## config.mk

```make
export PLATFORM = sky130hd
export DESIGN_NAME = pc_fetch_unit
export DESIGN_NICKNAME = d
export VERILOG_FILES = /design/src/rtl/pc_fetch_unit.sv
export SDC_FILE = /design/constraint.sdc
export NUM_CORES = 1
export LEC_CHECK = 0
export BUFFER_PORTS_ARGS = -buffer_cell sky130_fd_sc_hd__buf_2
export CAP_MARGIN = 40
export CORE_ASPECT_RATIO = 1.75
export CORE_MARGIN = 2
export CORE_UTILIZATION = 35
export CTS_CLUSTER_SIZE = 30
export DETAILED_ROUTE_END_ITERATION = 6
export GPL_TIMING_DRIVEN = 0
export SYNTH_ARGS = -nofsm -noshare
export SYNTH_HDL_FRONTEND = slang
export SYNTH_SLANG_ARGS = --single-unit
```

## constraint.sdc

```tcl
create_clock -name clk -period 5.5 [get_ports clk]
set_input_delay 0.275 -clock clk [delete_from_list [all_inputs] [get_ports clk]]
set_output_delay 0.275 -clock clk [all_outputs]
set_load 0.005 [all_outputs]
```

## src/rtl/pc_fetch_unit.sv

```systemverilog
// pc_fetch_unit: program counter, next-PC select, EPC capture and the
// synchronised, edge-detected, mode-gated interrupt request for the
// single-cycle MIPS core. Bit 31 of the PC is the supervisor (kernel) bit.
module pc_fetch_unit #(
    parameter logic [31:0] RESET_PC  = 32'h8000_0000,
    parameter logic [31:0] ILLOP_VEC = 32'h8000_0004,
    parameter logic [31:0] XADR_VEC  = 32'h8000_0008
) (
    input  logic        clk,
    input  logic        reset,
    input  logic        stall,
    input  logic [2:0]  PCSrc,
    input  logic        branch_taken,
    input  logic [25:0] JT,
    input  logic [15:0] Imm16,
    input  logic [31:0] rs_data,
    input  logic        irq_req,
    output logic [31:0] pc,
    output logic [31:0] pc_plus4,
    output logic        kernel,
    output logic        irq,
    output logic [31:0] epc
);

    localparam logic [2:0] SRC_SEQ   = 3'd0;
    localparam logic [2:0] SRC_BR    = 3'd1;
    localparam logic [2:0] SRC_J     = 3'd2;
    localparam logic [2:0] SRC_JR    = 3'd3;
    localparam logic [2:0] SRC_ILLOP = 3'd4;

    logic [31:0] pc_q, pc_d;
    logic [31:0] epc_q, epc_d;
    logic        sync1_q, sync1_d;
    logic        sync2_q, sync2_d;
    logic        edge_q, edge_d;
    logic        pend_q, pend_d;

    logic [30:0] imm_off;
    logic [31:0] conba;
    logic [31:0] npc_raw;
    logic        irq_rise;
    logic        irq_clear;

    // Sequential and branch-target arithmetic: the adds are 31 bits wide so
    // the supervisor bit is never changed by an increment or offset.
    always_comb begin
        pc_plus4 = {pc_q[31], pc_q[30:0] + 31'd4};
        imm_off  = {{13{Imm16[15]}}, Imm16, 2'b00};
        conba    = {pc_q[31], pc_plus4[30:0] + imm_off};
    end

    // Next-PC select; user-mode jr is stripped of bit 31 so it cannot enter
    // kernel space, and word alignment is forced on every path.
    always_comb begin
        npc_raw = XADR_VEC;
        case (PCSrc)
            SRC_SEQ:   npc_raw = pc_plus4;
            SRC_BR:    npc_raw = branch_taken ? conba : pc_plus4;
            SRC_J:     npc_raw = {pc_q[31:28], JT, 2'b00};
            SRC_JR:    npc_raw = pc_q[31] ? rs_data : {1'b0, rs_data[30:0]};
            SRC_ILLOP: npc_raw = ILLOP_VEC;
            default:   npc_raw = XADR_VEC;
        endcase
        pc_d = stall ? pc_q : {npc_raw[31:2], 2'b00};
    end

    // EPC: interrupts return to the interrupted instruction, illegal ops
    // return past the faulting instruction.
    always_comb begin
        epc_d = epc_q;
        if (!stall) begin
            if (PCSrc == SRC_ILLOP)
                epc_d = pc_q;
            else if (PCSrc > SRC_ILLOP)
                epc_d = pc_plus4;
        end
    end

    // Interrupt path: 2-flop synchroniser plus edge register run every cycle;
    // a new edge always wins over a same-cycle acknowledge so it is not lost.
    always_comb begin
        sync1_d   = irq_req;
        sync2_d   = sync1_q;
        edge_d    = sync2_q;
        irq_rise  = sync2_q & ~edge_q;
        irq_clear = (PCSrc == SRC_ILLOP) & ~stall & ~pc_q[31];
        pend_d    = irq_rise | (pend_q & ~irq_clear);
    end

    // State registers with synchronous active-low reset dominating stall.
    always_ff @(posedge clk) begin
        if (!reset) begin
            pc_q    <= RESET_PC;
            epc_q   <= 32'h0;
            sync1_q <= 1'b0;
            sync2_q <= 1'b0;
            edge_q  <= 1'b0;
            pend_q  <= 1'b0;
        end else begin
            pc_q    <= pc_d;
            epc_q   <= epc_d;
            sync1_q <= sync1_d;
            sync2_q <= sync2_d;
            edge_q  <= edge_d;
            pend_q  <= pend_d;
        end
    end

    // Outputs straight from registers; irq is masked while in kernel mode.
    always_comb begin
        pc     = pc_q;
        epc    = epc_q;
        kernel = pc_q[31];
        irq    = pend_q & ~pc_q[31];
    end

endmodule

```

# Yosys cells after proc, flatten, opt, wreduce, memory -nomap -nowiden
# Index checks and enable logic that the tools add are counted.
# Widths: inputs -> output; s select.
# word_totals
elab_cells	38
output_inout_bits	98
inputBits	82
ff_bits	66
# op_classes
mux	5
add_sub_neg	2
bitwise	13
n_reduce_logical	5
magnitude_cmp	1
eq_ne	4
# ops
op	n
$pmux 32 s5	1
$mux 32	3
$add 31x3->31 const B	1
$add 31x31->31	1
$mux 31	1
$not 1->1	7
$eq 3x2->1 const B	2
$and 1x1->1	5
$reduce_and 2->1	2
$reduce_and 4->1	1
$eq 3x1->1 const B	1
$eq 3x3->1 const B	1
$gt 3x3->1 const B	1
$logic_not 3->1	1
$reduce_bool 2->1	1
$or 1x1->1	1

# Longest topological paths before layout
# Gate-level depths: netlist of the first run.
# logic_depth
ltp_word	6
mapped_depth	15
mapped_depth_nobuf	15

# Worst setup path before layout of the first run
# Ideal clock, no wire load.
# synth_timing
path_type	register -> register
from	register pc_q[2], in the netlist pc[2]
to	register pc_q[21], in the netlist pc[21]
path_buffers	0
period_less_slack_ns	3.596
arrival_ns	3.505
required_ns	5.409
setup_ns	0.091
setup_slack_ns	1.904
stages_incl_launch_ff	15
cell_sequence	dfxtp_1 ha_1 nand3_2 nor4_2 nand3_1 xnor2_1 ha_1 a21o_1 a21o_1 a21o_1 or4_1 o21ai_1 xnor2_1 nand2_1 a311oi_1
# synth_via
elab_chain_len	4
# synth_rtl
element	line	text
start: declaration	31	logic [31:0] pc_q, pc_d;
start signal: assignment	100	pc_q <= pc_d;
$add 31x3->31	47	pc_plus4 = {pc_q[31], pc_q[30:0] + 31'd4};
via pc_plus4[14]	19	output logic [31:0] pc_plus4,
$add 31x31->31	49	conba = {pc_q[31], pc_plus4[30:0] + imm_off};
$mux 31	58	SRC_BR: npc_raw = branch_taken ? conba : pc_plus4;
$pmux 32 s5	56	case (PCSrc)
# The timed path passes the listed nets, and every way through them passes these cells.
# A chain may end at the register's enable or synchronous reset.

# Worst setup path in the final report of the first run
# layout_timing
from	register pc_q[2], in the netlist pc[2]
to	register pc_q[23], in the netlist pc[23]
# layout_via
elab_chain_len	4
# layout_rtl
element	line
$add 31x3->31 *	47
$add 31x31->31	49
$mux 31	58
$pmux 32 s5 *	56
# Mark *: on every way between the ends. The rest lies on a longest branch, timed or not.

==> metrics.yaml, run 1 <==
run_status:
  status: "finished clean"
logic_synthesis:
  async_reset_ff_frac: 0
  synth_cells: 747
  ys.flop_type: "dfxtp_1"
  synth_warnings: 0
  synth.yosys.seq_area_share: 0.229
  ys_seq_elements: 64
  synth_area_mm2: 0.00560
  synth-edff-count: 0
  synth_cell_types: 70
  synth.avg_cell_area_um2: 7.50
route:
  vias_per_cell: 5.71
  wirelength_um: 22700
  drc: 0
  dr.pass1.iters: 7
  detail_route.iter0.violations: 515
  drt-wirelength-per-cell_um: 20.1
  vias: 6440
  ant_nets: 0
sta:
  finalCritPeriodShare: 0.845
  fmax_mhz: 215
  worst_pin_slew_ns: 0.708
  grt_setup_unrepaired: "no"
  finalWorstPathRequiredPeriod_ns: 4.65
  timing.slew.headroom: 0.528
  clock_skew_ns: 0.0104
  fin_ws_ns: 0.852
  tns_ns: 0
  setup_viol: 0
  finalHoldViolCount: 0
  slew_violations: 0
placed_design:
  routabilityCongestion: 0.943
  numPortBuffers: 170
  hpwl_um: 18500
  dp.cells: 1111
  pre_cts_slack_ns: 0.973
clock_network:
  clk_pin_slew_ns: 0.06
  clk_latency_ns: 0.34
  cts_buffers: 9
  cts-root-buf: "clkbuf_16"
  cts-htree-levels: 3
  postCtsHoldBufs: 0
  clockBufferDepth: 2
  post-cts-setup-buffers: 0
  cts_tree: "built"
  cts_sinks: 64
  cts_resized: 0
floorplanning:
  dieHeight_um: 171
  std_cell_rows: 61
  initial_utilization: 0.354
  core-area_mm2: 0.0158
  die_w_um: 99.6
  pin_count: 180
  die_area_mm2: 0.0171
run:
  maxCapViolCount: 0
grt:
  grt_usage: 0.255
  grt-ovfl-total: 0
  antenna_found_initial: 1
  first_global_vias: 6011
  grt_max_degree: 19
  grt_pass1_wl_um: 33500
power_and_ir_drop:
  leakage_nw: 3.11
  cellPowerDensity_mw_per_mm2: 189
  vdd_drop_max_mv: 0.133
finish:
  area_growth_pct: 24.5
  drive_above_1_share: 0.233
  finalNetCount: 1047
  nFillCells: 1682
  fin_cells: 1127
worst_setup_path:
  cp_max_fo: 8
  end_kind: "register"
  start_kind: "register"
  critical_path_class: "reg -> reg"
  worst_ep_required_time_ns: 5.71
  worst_ep_arrival_time_ns: 4.86
min_path:
  min_path_type: "in -> reg"
-- flip-flops by register name, summed over array words and instances, names as in the netlist --
register / flops
edge_q: 1
edge_d: 1
pc: 30
sync1_q: 1
pend_q: 1
epc: 30
-- cells in the final DEF (no fill, tap or decap), types with 3 or more instances in the layout --
cell type,count
a221oi_1,6
o21bai_1,3
o21a_1,3
a222oi_1,15
a211oi_1,21
ha_1,31
and3_1,8
conb_1,6
clkbuf_16,9
a22oi_1,11
nand2b_1,5
nand2_1,80
a21o_1,10
o21ai_1,5
a31oi_1,6
clkbuf_1,46
or3_1,11
or4_1,3
buf_4,8
nor2_1,76
o21ai_0,43
and2_1,17
a221o_1,4
inv_1,13
buf_2,179
nor3_1,16
xor2_1,34
nand4_2,3
mux2i_1,5
a21oi_1,50
a211o_1,4
nor2b_1,10
o31ai_1,9
o22ai_1,3
nand4_1,13
xnor2_1,27
a311oi_1,14
nand3_1,20
dfxtp_1,64
o211ai_1,3
-- cell usage after synthesis, types with 15 or more instances --
cell / n / area [um2]
a21oi_1: 50 / 250
xor2_1: 34 / 298
nor2_1: 76 / 285
and2_1: 17 / 106
a211oi_1: 21 / 158
a222oi_1: 15 / 150
nand2_1: 80 / 300
clkbuf_1: 44 / 165
ha_1: 31 / 388
xnor2_1: 27 / 236
o21ai_0: 43 / 215
nand3_1: 20 / 100
nor3_1: 16 / 80.1
dfxtp_1: 64 / 1280
-- layout make-up --
class | count | area [um2] | area share
well taps | 189 | 236 | 0.0339
plain buffers | 62 | 274 | 0.0393
diodes | 1 | 2.50 | 0.000359
inverters | 15 | 56.3 | 0.00807
flip-flops and latches | 64 | 1280 | 0.184
repair buffers | 170 | 851 | 0.122
clock buffers | 12 | 246 | 0.0353
multi-input cells | 611 | 4010 | 0.575
clock inverters | 3 | 18.8 | 0.00269
-- critical path, cell delays in order (launching register included) --
cell and delay, ns:
dfxtp_1 0.60, ha_1 0.34, nand3_2 0.20, nor4_2 0.53, nand3_1 0.16, xnor2_1 0.49, ha_1 0.41, a21o_1 0.19
a21o_1 0.17, a21o_1 0.19, or4_1 0.39, o21ai_1 0.38, o21ai_0 0.22, a21oi_1 0.17, o31ai_1 0.08
-- power breakdown --
group | total, W | switching (W) | internal (W)
sequential | 0.000500 | 0.0000163 | 0.000484
clock | 0.000521 | 0.000207 | 0.000314
combinational | 0.000299 | 0.000182 | 0.000117
-- worst paths after layout --
path | startpoint | end | slack (ns) | depth (start not counted)
worst max register to register | pc[2]$_SDFFE_PN0N_ | pc[23]$_SDFFE_PN0N_ | 0.85 | 14
worst min register to register | sync1_q$_SDFF_PN0_ | edge_d$_SDFF_PN0_ | 0.43 | 1
worst max-delay path | pc[2]$_SDFFE_PN0N_ | pc[23]$_SDFFE_PN0N_ | 0.85 | 14
worst min-delay path | irq_req | sync1_q$_SDFF_PN0_ | 0.15 | 2
-- through the flow --
stage	hold WS (ns)	util	area (um2)	power (W)
finish	0.148	0.441	6970	0.00132
floorplan	0.402	-	5620	0.000681
global route	0.171	0.441	6970	0.00137
detailed placement	0.421	0.424	6710	0.000805
global placement	0.412	0.424	6710	0.000804
CTS	0.147	0.441	6970	0.00132
-- routing by layer --
metal  global-route usage  share of wire
met1                0.286           0.38
met4                0.125          0.046
met5                    0              0
met3               0.0215          0.047
met2                0.476           0.52
-- cells by family (layout without fill, tap and decap cells) --
logic type / after synthesis / after routing / share of synthesized area
AND/OR/NAND/NOR: 279 / 279 / 0.252
adder cells (fa/ha/maj): 32 / 32 / 0.0728
multiplexers: 6 / 6 / 0.0109
buffers and inverters: 77 / 262 / 0.0590
XOR/XNOR: 62 / 62 / 0.0983
AO/OA/AOI/OAI: 226 / 226 / 0.277
flip-flops: 64 / 64 / 0.229
other: 1 / 7 / 0.000670
No activity file was read; power rests on OpenSTA's default activity.
==> inputs of run 2 (changes only) <==
==> constraint.sdc (replaced) <==
create_clock -name clk -period 4.7 [get_ports clk]
set_input_delay 0.235 -clock clk [delete_from_list [all_inputs] [get_ports clk]]
set_output_delay 0.235 -clock clk [all_outputs]
set_load 0.005 [all_outputs]
==> metrics.yaml, run 2 (synthesized netlist as in run 1, its figures left out) <==
run_status:
  status: "finished clean"
sta:
  hold_slack_ns: 0.108  # -0.0399 ns
  worst_pin_slew_ns: 0.706  # -0.00205 ns
  fin_ws_ns: 0.188  # -0.663 ns
  finalHoldViolCount: 0  # unchanged
  slew_violations: 0  # unchanged
  tns_ns: 0  # unchanged
  timing.slew.headroom: 0.529  # +0.00136
  clock_skew_ns: 0.00930  # -0.00106 ns
  fmax_mhz: 222  # +3.0%
  finalWorstPathRequiredPeriod_ns: 4.51  # -0.137 ns
  grt_setup_unrepaired: "no"
  setup_viol: 0  # unchanged
  finalCritPeriodShare: 0.960  # +0.115
clock_network:
  cts_tree: "built"
  cts-htree-levels: 3  # unchanged
  cts_sinks: 64  # unchanged
  cts_buffers: 9  # unchanged
  clockBufferDepth: 2  # unchanged
  clk_pin_slew_ns: 0.06  # about the same
  post-cts-setup-buffers: 0  # unchanged
  clk_latency_ns: 0.34  # about the same
  postCtsHoldBufs: 0  # unchanged
  cts-root-buf: "clkbuf_16"
  cts_resized: 0  # unchanged
placed_design:
  pre_cts_slack_ns: 0.173  # -0.800 ns
  numPortBuffers: 170  # unchanged
  routabilityCongestion: 0.943  # unchanged
  place_area_mm2: 0.00671  # unchanged
  hpwl_um: 18500  # unchanged
floorplanning:
  die_area_mm2: 0.0171  # unchanged
  std_cell_rows: 61  # unchanged
  pin_count: 180  # unchanged
  dieHeight_um: 171  # unchanged
  die_w_um: 99.6  # unchanged
  core-area_mm2: 0.0158  # unchanged
  initial_utilization: 0.354  # unchanged
worst_setup_path:
  start_kind: "register"
  r2r-end: "pc[23]$_SDFFE_PN0N_"
  worst-r2r-cell-count: 14  # unchanged
  path_delay_family: "compound AO/OA/AOI/OAI gates"
  reg2reg_slack_ns: 0.19  # -0.66 ns
  cp.buffers_inverters: 0  # unchanged
  worst_ep_required_time_ns: 4.91  # -0.80 ns
  crit_top_cell: "a21o_1"
  end_kind: "register"
  critical_path_class: "reg -> reg"
  worst_ep_arrival_time_ns: 4.72  # -0.14 ns
  cp_max_fo: 8  # unchanged
  max_stage_delay_ns: 0.60  # about the same
  crit_chain: "ha_1, nand3_2, nor4_4, nand3_1, xnor2_1, ha_1, a21o_1, a21o_1, a21o_1, or4_1, o21ai_1, o21ai_0, a21oi_1, o31ai_1"
  startpoint: "pc[2]$_SDFFE_PN0N_"
  reg2reg_from: "pc[2]$_SDFFE_PN0N_"
  cp_slowest_cell: "dfxtp_1"
power_and_ir_drop:
  p_int_w: 0.00107  # +17%
  leakage_nw: 3.13  # +0.54%
  vdd_drop_max_mv: 0.156  # +17%
  p_sw_w: 0.000475  # +17%
  swShare: 0.307  # about the same
  clkPwrFrac: 0.395  # about the same
  power_frac_seq: 0.379  # about the same
  p_comb_frac: 0.226  # about the same
  finalPower_w: 0.00155  # +17%
  cellPowerDensity_mw_per_mm2: 221  # +17%
route:
  vias_per_cell: 5.73  # +0.25%
  ant_nets: 0  # unchanged
  dr.pass1.iters: 6  # -1
  wirelength_um: 22600  # -0.31%
  drc: 0  # unchanged
  vias: 6456  # +0.25%
  detail_route.iter0.violations: 512  # -0.58%
  drt-wirelength-per-cell_um: 20.0  # -0.31%
min_path:
  hold_start: "irq_req"
  min_path_type: "in -> reg"
  hold_end: "sync1_q$_SDFF_PN0_"
  hold_path_depth: 2  # unchanged
finish:
  area_growth_pct: 24.7
  post-route-cell-area_mm2: 0.00698  # +0.13%
  finalNetCount: 1047  # unchanged
  final_cell_mix: "179 x buf_2, 80 x nand2_1, 76 x nor2_1, 64 x dfxtp_1, 50 x a21oi_1"
  drive_above_1_share: 0.233  # unchanged
  final_common_cell: "buf_2"
grt:
  first_global_vias: 6011  # unchanged
  grt-ovfl-total: 0  # unchanged
  grt_pass1_wl_um: 33500  # unchanged
  grt_usage: 0.255  # unchanged
  grt_max_degree: 19  # unchanged
  antenna_found_initial: 1  # unchanged
run:
  maxCapViolCount: 0  # unchanged
run 2: layout make-up:
cell class                 count  area [um2]
inverter                      15        56.3
antenna                        1        2.50
fill                        1682        8820
timing repair buffer         170         851
tap                          189         236
clock buffer                  12         246
sequential                    64        1280
clock inverter                 3        18.8
buffer                        62         274
multi-input combinational    611        4020
run 2: how the worst max path moves through the flow:
stage,cells after the start,to,slack [ns]
6_report,14,pc[23]$_SDFFE_PN0N_,0.19
4_1_cts,14,pc[23]$_SDFFE_PN0N_,0.12
2_1_floorplan,14,pc[21]$_SDFFE_PN0N_,1.10
3_5_place_dp,14,pc[23]$_SDFFE_PN0N_,0.17
5_1_grt,14,pc[30]$_SDFFE_PN0P_,0.0007
3_3_place_gp,14,pc[23]$_SDFFE_PN0N_,0.16
run 2: through the flow:
| stage | cells | utilization |
|---|---|---|
| CTS | 1126 | 0.441 |
| global placement | 1111 | 0.424 |
| finish | 1127 | 0.442 |
| global route | 1127 | 0.442 |
| floorplan | 752 | - |
| detailed placement | 1111 | 0.424 |
run 2: per-layer routing:
layer / GRT usage / wire (um) / vias up
met3: 0.0215 / 1150 / 56
met4: 0.125 / 1020 / 0
li1: - / - / 3122
met1: 0.286 / 8540 / 3032
met5: 0 / 0 / -
met2: 0.476 / 11900 / 246
run 2: power groups by stage:
| stage | sequential [W] | combinational (W) | clock [W] |
|---|---|---|---|
| 4_1_cts | 0.000585 | 0.000346 | 0.000611 |
| 3_3_place_gp | 0.000596 | 0.000344 | 0 |
| 5_1_grt | 0.000588 | 0.000383 | 0.000632 |
| 6_report | 0.000585 | 0.000350 | 0.000610 |
| 3_5_place_dp | 0.000597 | 0.000345 | 0 |
| 2_1_floorplan | 0.000594 | 0.000202 | 0 |
